==> config.mk <==
export PLATFORM = sky130hd
export DESIGN_NAME = icache_dm
export DESIGN_NICKNAME = d
export VERILOG_FILES = /design/src/rtl/icache_dm.sv
export SDC_FILE = /design/constraint.sdc
export NUM_CORES = 1
export LEC_CHECK = 0
export BUFFER_PORTS_ARGS = -buffer_cell sky130_fd_sc_hd__buf_2
export CORE_MARGIN = 2
export CORE_UTILIZATION = 60
export DETAILED_ROUTE_END_ITERATION = 10
export GPL_ROUTABILITY_DRIVEN = 0
export PLACE_DENSITY = 0.9
export SLEW_MARGIN = 30
export SYNTH_ARGS = -nofsm -noshare
export SYNTH_HDL_FRONTEND = slang
export SYNTH_SLANG_ARGS = --single-unit
==> constraint.sdc <==
create_clock -name CLK -period 13.3 [get_ports CLK]
set_clock_uncertainty 0.2 [all_clocks]
set_input_delay 1.33 -clock CLK [delete_from_list [all_inputs] [get_ports CLK]]
set_output_delay 1.33 -clock CLK [all_outputs]
set_load 0.02 [all_outputs]
==> src/rtl/icache_dm.sv <==
// ---------------------------------------------------------------------------
// icache_dm
// Direct-mapped, read-only instruction cache with one-word blocks.
// Sits between the datapath fetch port and the memory controller's
// instruction port. Hits answer in the same cycle. A miss issues a
// single-word read, fills the frame, and then the access hits in IDLE on
// the following cycle.
//
// Parameters
//   SETS      number of frames (power of 2)
//   CNT_W     width of the saturating hit / miss counters
//
// Ports
//   CLK       clock, rising edge
//   RST       synchronous active-high reset
//   imemREN   datapath fetch request
//   imemaddr  fetch address (word aligned, bits [1:0] ignored)
//   ihit      imemload is valid this cycle
//   imemload  instruction word returned to the datapath
//   iREN      memory read request
//   iaddr     memory read address
//   iwait     memory busy; iload is valid when iREN=1 and iwait=0
//   iload     memory read data
//   hit_cnt   saturating count of hits
//   miss_cnt  saturating count of misses
// ---------------------------------------------------------------------------
module icache_dm #(
    parameter int SETS  = 16,
    parameter int CNT_W = 16
) (
    input  logic             CLK,
    input  logic             RST,
    input  logic             imemREN,
    input  logic [31:0]      imemaddr,
    output logic             ihit,
    output logic [31:0]      imemload,
    output logic             iREN,
    output logic [31:0]      iaddr,
    input  logic             iwait,
    input  logic [31:0]      iload,
    output logic [CNT_W-1:0] hit_cnt,
    output logic [CNT_W-1:0] miss_cnt
);

    localparam int INDEX_W = $clog2(SETS);
    localparam int TAG_W   = 30 - INDEX_W;

    typedef enum logic {
        IDLE = 1'b0,
        MISS = 1'b1
    } state_t;

    state_t state_q, state_d;

    // Only the word address of the missing fetch is kept; byte offset is
    // irrelevant to a word-aligned memory read.
    logic [31:2]      miss_addr_q, miss_addr_d;
    logic [CNT_W-1:0] hit_cnt_q, hit_cnt_d;
    logic [CNT_W-1:0] miss_cnt_q, miss_cnt_d;
    logic [SETS-1:0]  valid_q, valid_d;

    // Tag and data arrays need no reset: a frame is only read through its
    // valid bit, which is cleared on reset.
    logic [TAG_W-1:0] tag_q  [SETS];
    logic [31:0]      data_q [SETS];

    logic [INDEX_W-1:0] req_index;
    logic [TAG_W-1:0]   req_tag;
    logic [INDEX_W-1:0] fill_index;
    logic [TAG_W-1:0]   fill_tag;
    logic               match;
    logic               fill_en;

    // The two low address bits never select anything in a word cache.
    logic unused_addr_bits;
    assign unused_addr_bits = ^imemaddr[1:0];

    function automatic logic [CNT_W-1:0] sat_inc(input logic [CNT_W-1:0] v);
        logic [CNT_W-1:0] one;
        one = {{(CNT_W-1){1'b0}}, 1'b1};
        return (&v) ? v : v + one;
    endfunction

    assign req_index  = imemaddr[2+INDEX_W-1:2];
    assign req_tag    = imemaddr[31:2+INDEX_W];
    assign fill_index = miss_addr_q[2+INDEX_W-1:2];
    assign fill_tag   = miss_addr_q[31:2+INDEX_W];

    // A hit can only happen in IDLE; during a fill the frame contents are
    // not trusted and the request is re-evaluated once back in IDLE.
    assign match = (state_q == IDLE) && imemREN && valid_q[req_index]
                   && (tag_q[req_index] == req_tag);

    assign ihit     = match;
    assign imemload = data_q[req_index];
    assign iREN     = (state_q == MISS);
    assign iaddr    = (state_q == MISS) ? {miss_addr_q, 2'b00} : 32'h0;
    assign hit_cnt  = hit_cnt_q;
    assign miss_cnt = miss_cnt_q;

    // Next-state logic. A fill always completes to the latched miss
    // address, regardless of what the datapath does with imemaddr or
    // imemREN in the meantime, because the memory read cannot be aborted.
    always_comb begin
        state_d     = state_q;
        miss_addr_d = miss_addr_q;
        hit_cnt_d   = hit_cnt_q;
        miss_cnt_d  = miss_cnt_q;
        valid_d     = valid_q;
        fill_en     = 1'b0;
        unique case (state_q)
            IDLE: begin
                if (match) begin
                    hit_cnt_d = sat_inc(hit_cnt_q);
                end else if (imemREN) begin
                    miss_addr_d = imemaddr[31:2];
                    miss_cnt_d  = sat_inc(miss_cnt_q);
                    state_d     = MISS;
                end
            end
            MISS: begin
                if (!iwait) begin
                    fill_en             = 1'b1;
                    valid_d[fill_index] = 1'b1;
                    state_d             = IDLE;
                end
            end
            default: state_d = IDLE;
        endcase
    end

    // Control state and counters. Reset abandons any fill in progress.
    always_ff @(posedge CLK) begin
        if (RST) begin
            state_q     <= IDLE;
            miss_addr_q <= '0;
            hit_cnt_q   <= '0;
            miss_cnt_q  <= '0;
            valid_q     <= '0;
        end else begin
            state_q     <= state_d;
            miss_addr_q <= miss_addr_d;
            hit_cnt_q   <= hit_cnt_d;
            miss_cnt_q  <= miss_cnt_d;
            valid_q     <= valid_d;
        end
    end

    // Frame write on the fill cycle; overwrites unconditionally since the
    // cache is read-only and has nothing to write back.
    always_ff @(posedge CLK) begin
        if (fill_en && !RST) begin
            tag_q[fill_index]  <= fill_tag;
            data_q[fill_index] <= iload;
        end
    end

endmodule

[Yosys cells after proc, flatten, opt, wreduce, memory -nomap -nowiden]
Memories as Yosys holds them, arrays and structs flattened.
Cells that the tools add are included.
Cells by class
  reduce and logical (&&, ||, !) cells: 12
  multiplexer cells: 13
  bitwise gates (word level): 6
  equality and inequality tests: 1
  add/subtract/negate cells: 2
  order comparisons: 3
Operator list (number)
  16-bit by 1-bit adder with 16-bit output, second input constant: 2
  32-bit 2-to-1 mux: 1
  16-bit AND reduction: 2
  26-bit == test: 1
  16-bit bitwise OR: 1
  4-bit by 5-bit < comparator with 1-bit output, second input constant: 2
  1-bit 2-to-1 mux: 9
  3-bit AND reduction: 2
  1-bit logical AND: 5
  1-bit NOT: 5
  1-bit binary-select mux with 4-bit select: 1
  1-bit demux with 4-bit select: 1
  4-bit by 1-bit greater-or-equal comparator with 1-bit output, second input constant: 1
  4-bit AND reduction: 1
  1-bit one-hot mux with 2 select lines: 1
  2-bit AND reduction: 1
  1-bit zero test: 1
Storage, ports and cells
  memories: 2
  register bits after elaboration: 79
  output and inout port bits: 98
  input port bits: 68
  word-level logic and storage cells: 44
  bits in writable memories: 928
Memory list
  data_q: depth 16, bits a word 32, read ports 1, clocked after Yosys merged registers in 0, wr ports 1, RTL line 65  | logic [31:0] data_q [SETS];
  tag_q: depth 16, bits a word 26, read ports 1, clocked after Yosys merged registers in 0, wr ports 1, RTL line 64  | logic [TAG_W-1:0] tag_q [SETS];

[Depth between registers and ports, before layout]
Gate-level depths: netlist (run 1).
  word-level depth: 6
  depth in mapped cells: 16
  mapped depth without buffers: 9

[Worst setup path before layout (run 1)]
OpenSTA, ideal clock, no wires.
  kind: input port to output port
  start: input imemaddr[2]
  end: output imemload[22]
  buffers on the path: 8
  cell stages on the path: 10
  data required time: 11770 ps
  arrival: 4700 ps
  setup slack: 7070 ps
  path through: buf_6 buf_12 buf_2 buf_4 buf_2 buf_2 buf_1 clkbuf_1 mux4_2 mux4_2
Between the ends
  word-level cells in the longest chain between the ends: 1
Ends and longest elaborated chain
  start, declared: RTL line 34  | input logic [31:0] imemaddr,
  memory read 16 x 32 bit
  end, declared: RTL line 36  | output logic [31:0] imemload,
No other way between the ends.

[Final worst setup path (run 1)]
  start: input imemaddr[2]
  end: output ihit
Between the ends
  word-level cells in the longest chain between the ends: 4
  elaborated cells between the ends (all ways): 6
  those cells by class: eq/ne (1); mux (2); reduce/logical (2); memory (1)
Ends and longest elaborated chain
  branches (longest 3 deep; another with memory read 16 x 26 bit)
  1-bit logical AND (*): RTL line 92  | && (tag_q[req_index] == req_tag);
  end, declared: RTL line 35  | output logic ihit,
Every way passes the cells marked *. The select of a mux whose other input is x is not followed.

==> results_dict.tcl, run 1 <==
set metrics [dict create \
    period_minus_slack_ns 6.73 \
    synth.distinct_cells 64 \
    cts.sinks 1007 \
    cp_max_fo 80 \
    dr.pass1.iters 7 \
    hold_ws_ns 0.276 \
    core_um2 65700 \
    path_buf_inv 3 \
    dieArea_um2 68400 \
    pin_count 166 \
    antenna_found_initial 9 \
    ant_nets 0 \
    finalCritPeriodShare_pct 50.6 \
    post_cts_buffers 0 \
    power.density_nw_per_um2 144 \
    drtIter0Drc 3322 \
    grt_pass1_wl_mm 146 \
    drc 0 \
    post-synth-top-area-cell "edfxtp_1" \
    clk-insertion-delay-late_ns 0.66 \
    netSwitchingFraction_pct 21.5 \
    n_fill_cell 3866 \
    leakagePower_nw 14.2 \
    start_kind "input port" \
    hpwl_mm 52.0 \
    grt_max_degree 91 \
    synth_edf_count 928 \
    switchingPower_mw 1.38 \
    synth_ff_type "edfxtp_1" \
    hp-class "register to register" \
    netlist_area_um2 39800 \
    fp.dieW_um 262 \
    cp_slowest_stage_delay_ns 0.77 \
    syn_inst 2022 \
    path_cells "buf_8 > buf_4 > nor2b_1 > nor2b_1 > a211oi_1 > xnor2_1 > nor4bb_1 > nand4_1 > nor3_1 > buf_2" \
    slew_headroom_pct 27.7 \
    ctsResizeCount 0 \
    cp_slowest_cell "buf_4" \
    final_cell_area_um2 44600 \
    worst_slew_pin_slew_ns 1.07 \
    wl_mm 99.5 \
    synth_top_area_share_pct 70.0 \
    path_class "input port to output port" \
    clock_path_buffers 3 \
    nets 2264 \
    drv_slew 0 \
    yosysWarnings 0 \
    syn2layout_area_growth_pct 11.9 \
    portBuffers 161 \
    yosys-top-cells-area "edfxtp_1 (70%), mux4_2 (14%), dfxtp_1 (4.0%)" \
    synth-seq-cells 1007 \
    cts_made_buffers 94 \
    yosys-top-cells-count "edfxtp_1 (928), mux4_2 (244), dfxtp_1 (79)" \
    start_util_pct 60.6 \
    p_int_mw 5.04 \
    timing.fmax_ghz 0.149 \
    ir_worst_vdd_mv 0.137 \
    crit_top_cell "nor2b_1" \
    overflow 0 \
    cts-root-buf "clkbuf_16" \
    power_frac_comb_pct 5.0 \
    yosysMostFrequentCell "edfxtp_1" \
    fin_tns_setup_ns 0 \
    p_seq_share_pct 54.5 \
    postCtsHoldBufs 0 \
    placed_area_um2 41600 \
    syn-mean-instance-area_um2 19.7 \
    synth.yosys.seq_area_share_pct 73.9 \
    utilization_pct 67.8 \
    rsz0062_at_grt "no" \
    status "finished, final reports clean" \
    seqCellArea_um2 29400 \
    row_count 94 \
    required_ns 11.77 \
    die_h_um 262 \
    grt_pass1_vias 21988 \
    setup_viol 0 \
    cts_max_level 3 \
    cts_tree "yes" \
    endpoint_kind "output port" \
    crit_arrival_ns 5.20 \
    multi_input_area_um2 9880 \
    crit_family "simple AND/OR/NAND/NOR gates" \
    clk_pin_slew_ns 0.06 \
    async_flop_share_pct 0 \
    viasPerCell 6.84 \
    drive_above_1_share_pct 29.0 \
    clockPowerShare_pct 40.5 \
    wl_per_cell_um 31.7 \
    num_vias 21481 \
    grt_usage_pct 29.8 \
    drv_cap 0 \
    hold_violations 0 \
]
## area by class of cell
type,count,area share [%]
clock buffer,115,5.50
multi-input combinational,875,22.2
timing repair buffer,192,2.50
antenna,6,0.0337
inverter,24,0.205
tap,864,2.43
sequential,1007,66.1
clock inverter,56,1.11
## sequential cells by signal (all words and copies together), names as in the netlist
name / count
iREN: 1
miss_cnt: 16
data_q: 512
hit_cnt: 16
miss_addr_q: 30
tag_q: 416
valid_q: 16
## power groups by stage
stage	Sequential [mW]	Clock (mW)	Combinational, mW
2_1_floorplan	3.55	0	0.212
3_3_place_gp	3.56	0	0.302
3_5_place_dp	3.56	0	0.315
4_1_cts	3.50	2.62	0.321
5_1_grt	3.50	2.74	0.341
6_report	3.50	2.60	0.322
## stage by stage
step / cells / setup WS (ns) / total power, mW
finish: 3139 / 6.57 / 6.42
global route: 3135 / 6.26 / 6.58
CTS: 3132 / 6.56 / 6.44
detailed placement: 2961 / 6.03 / 3.88
global placement: 2961 / 6.30 / 3.86
floorplan: 2023 / 7.07 / 3.77
## worst register-to-register path, delay by kind of cell, from the launching register on
kind,cells,cell delay [ns]
xor+xnor,1,0.23
mux,3,1.37
flops,1,0.41
compound gates,1,0.15
simple gates,4,2.31
## layout by cell type (no fill, tap or decap), types with 16 or more instances in the layout
cell type / n
o22ai_1: 30
nand2b_1: 16
and2_1: 35
clkinv_2: 17
buf_4: 20
buf_2: 158
clkbuf_16: 95
edfxtp_1: 928
nor2b_1: 21
inv_1: 22
o21ai_0: 22
clkbuf_1: 20
mux2_2: 37
mux2i_1: 56
nor2_4: 16
a21bo_2: 30
or3_1: 16
clkinv_1: 23
nand2_1: 47
dfxtp_1: 79
nor2_1: 37
a21oi_1: 56
mux4_2: 244
nand3_1: 61
## per-layer routing
| layer | wire length [um] | global-route usage [%] | up-vias |
|---|---|---|---|
| li1 | - | - | 8653 |
| met1 | 33300 | 37.8 | 10941 |
| met2 | 50800 | 50.2 | 1534 |
| met3 | 10900 | 6.72 | 341 |
| met4 | 4460 | 12.8 | 12 |
| met5 | 81 | 0 | - |
## cell families (layout without fill, tap and decap cells)
group           count (synthesis)  after routing  synth area share [%]
simple gates                  324            324                  4.39
buf+inv                       141            387                  1.60
compound gates                189            189                  3.26
xor+xnor                       20             20                 0.440
mux                           338            338                  16.3
fa+ha+maj                       2              2                0.0628
flops                        1007           1007                  73.9
other cells                     1              8               0.00942
## final timing paths
path	startpoint	to	slack (ns)	depth (start not counted)
worst max-delay path	imemaddr[2]	ihit	6.57	10
worst min-delay path	valid_q[4]$_SDFFE_PP0P_	valid_q[4]$_SDFFE_PP0P_	0.28	2
worst max register to register	tag_q[7][10]$_DFFE_PP_	hit_cnt[14]$_SDFFE_PP0P_	8.50	9
worst min register to register	valid_q[4]$_SDFFE_PP0P_	valid_q[4]$_SDFFE_PP0P_	0.28	2
(Power assumes the default switching activity.)
==> run 2, diff against run 1 <==
--- a/config.mk
+++ b/config.mk
@@ -7,10 +7,10 @@
 export LEC_CHECK = 0
 export BUFFER_PORTS_ARGS = -buffer_cell sky130_fd_sc_hd__buf_2
 export CORE_MARGIN = 2
-export CORE_UTILIZATION = 60
+export CORE_UTILIZATION = 55
 export DETAILED_ROUTE_END_ITERATION = 10
 export GPL_ROUTABILITY_DRIVEN = 0
-export PLACE_DENSITY = 0.9
+export PLACE_DENSITY = 0.87
 export SLEW_MARGIN = 30
 export SYNTH_ARGS = -nofsm -noshare
 export SYNTH_HDL_FRONTEND = slang
==> constraint.sdc (replaced) <==
create_clock -name CLK -period 5.6 [get_ports CLK]
set_clock_uncertainty 0.2 [all_clocks]
set_input_delay 0.56 -clock CLK [delete_from_list [all_inputs] [get_ports CLK]]
set_output_delay 0.56 -clock CLK [all_outputs]
set_load 0.02 [all_outputs]
==> results_dict.tcl, run 2 (same netlist as run 1, synthesis figures left out) <==
set metrics [dict create \
    status "finished, final reports clean" \
    cts.sinks 1007 \
    endpoint_kind "output port" \
    hpwl_mm 53.5 \
    ant_nets 0 \
    p_int_mw 12.2 \
    cp_slowest_cell "buf_4" \
    crit_top_cell "nor3_1" \
    grt_max_degree 79 \
    fin_cells 3271 \
    wl_mm 100 \
    fin_tns_setup_ns 0 \
    power_frac_comb_pct 5.1 \
    fp.dieW_um 273 \
    p_seq_share_pct 53.6 \
    clockPowerShare_pct 41.3 \
    start_kind "input port" \
    mostFrequentLayoutCells "edfxtp_1 (928), mux4_2 (244), buf_2 (158), clkbuf_16 (96), dfxtp_1 (79)" \
    grt_pass1_wl_mm 146 \
    drtIter0Drc 2735 \
    hp-class "input port to register" \
    ctsResizeCount 0 \
    pin_count 166 \
    drv_cap 0 \
    reg2regPathDepth 9 \
    start_util_pct 55.6 \
    hold_depth 3 \
    cts_made_buffers 95 \
    period_minus_slack_ns 4.77 \
    path_class "input port to output port" \
    dp_cells 3075 \
    dr.pass1.iters 6 \
    cp_max_fo 46 \
    cp_slowest_stage_delay_ns 0.61 \
    antenna_found_initial 9 \
    drive_above_1_share_pct 29.7 \
    grt_pass1_vias 21988 \
    hold_violations 0 \
    crit_arrival_ns 4.01 \
    path_cells "clkbuf_8 > buf_4 > mux4_2 > mux2_2 > nor3_1 > o211ai_1 > nand2_1 > nand4_1 > nor3_1 > buf_2" \
    overflow 0 \
    num_vias 21556 \
    rsz0062_at_grt "no" \
    syn2layout_area_growth_pct 13.9 \
    reg_top3 "data_q: 512 flops, tag_q: 416 flops, miss_addr_q: 30 flops" \
    r2r_slack_ns 1.38 \
    post_cts_buffers 0 \
    grt_usage_pct 27.0 \
    layout_commonest_cell "edfxtp_1" \
    switchingPower_mw 3.30 \
    clk-insertion-delay-late_ns 0.67 \
    cts_tree "yes" \
    netSwitchingFraction_pct 21.3 \
    worst_slew_pin_slew_ns 0.979 \
    cts_max_level 3 \
    cts-root-buf "clkbuf_16" \
    hold-path-endpoint "miss_addr_q[29]$_SDFFE_PP0P_" \
    viasPerCell 6.59 \
    clock_path_buffers 3 \
    row_count 98 \
    slew_headroom_pct 34.6 \
    required_ns 4.84 \
    portBuffers 161 \
    nets 2310 \
    r2r-end "hit_cnt[12]$_SDFFE_PP0P_" \
    timing.fmax_ghz 0.210 \
    wl_per_cell_um 30.6 \
    drv_slew 0 \
    r2r-start "tag_q[13][4]$_DFFE_PP_" \
    dieArea_um2 74600 \
    setup_viol 0 \
    leakagePower_nw 14.4 \
    finalCritPeriodShare_pct 85.2 \
    min_from "imemaddr[29]" \
    largest_reg_flops 512 \
    drc 0 \
    ir_worst_vdd_mv 0.401 \
    core_um2 71600 \
    die_h_um 273 \
    clk_pin_slew_ns 0.06 \
    power.density_nw_per_um2 341 \
    regMostFlops "data_q" \
    postCtsHoldBufs 16 \
]
-- run 2: how the worst max path moves through the flow --
stage | startpoint | to | cells past startpoint
after global routing | imemaddr[3] | ihit | 10
after floorplan | imemaddr[2] | imemload[22] | 10
after global placement | imemaddr[2] | hit_cnt[12]$_SDFFE_PP0P_ | 11
after CTS | imemaddr[3] | ihit | 10
final | imemaddr[3] | ihit | 10
after detailed placement | imemaddr[5] | hit_cnt[12]$_SDFFE_PP0P_ | 12
-- run 2: cell type report --
class	count	area [um^2]
clock buffers	128	2540
multi-input cells	875	9870
inverters	24	91.3
clock inverters	47	532
fillers	4556	26200
well taps	950	1190
flip-flops and latches	1007	29400
diodes	3	7.51
repair buffers	237	1690
-- run 2: through the flow --
stage	area, um^2	hold slack (ns)	total power [mW]	setup slack, ns	utilization (%)
6_report	45400	0.0251	15.5	0.828	63.4
5_1_grt	45400	0.0179	15.9	0.749	63.4
4_1_cts	45300	0.00986	15.5	0.986	63.3
3_5_place_dp	42100	0.267	9.23	0.732	58.8
3_3_place_gp	42000	0.256	9.19	0.761	58.6
2_1_floorplan	39800	0.249	8.94	0.910	-
-- run 2: critical path, delay by kind of cell --
kind	cells	cell delay [ns]
and+or+nand+nor	4	0.97
buffers and inverters	3	1.27
AOI/OAI and AO/OA	1	0.16
muxes	2	0.94
-- run 2: power groups by stage --
stage                     Sequential, mW  Combinational [mW]  Clock (mW)
after detailed placement            8.47               0.765           0
after floorplan                     8.44               0.502           0
final                               8.31               0.791        6.40
after global placement              8.46               0.733           0
after CTS                           8.31               0.788        6.44
after global routing                8.31               0.835        6.71
-- run 2: layer usage --
metal  share of wire [%]  vias up  track usage [%]
met4                 3.9       10             9.63
met1                  35    10967             34.6
met2                  51     1540             45.6
met3                  10      293             5.95
met5               0.070        -                0
li1                    -     8746                -
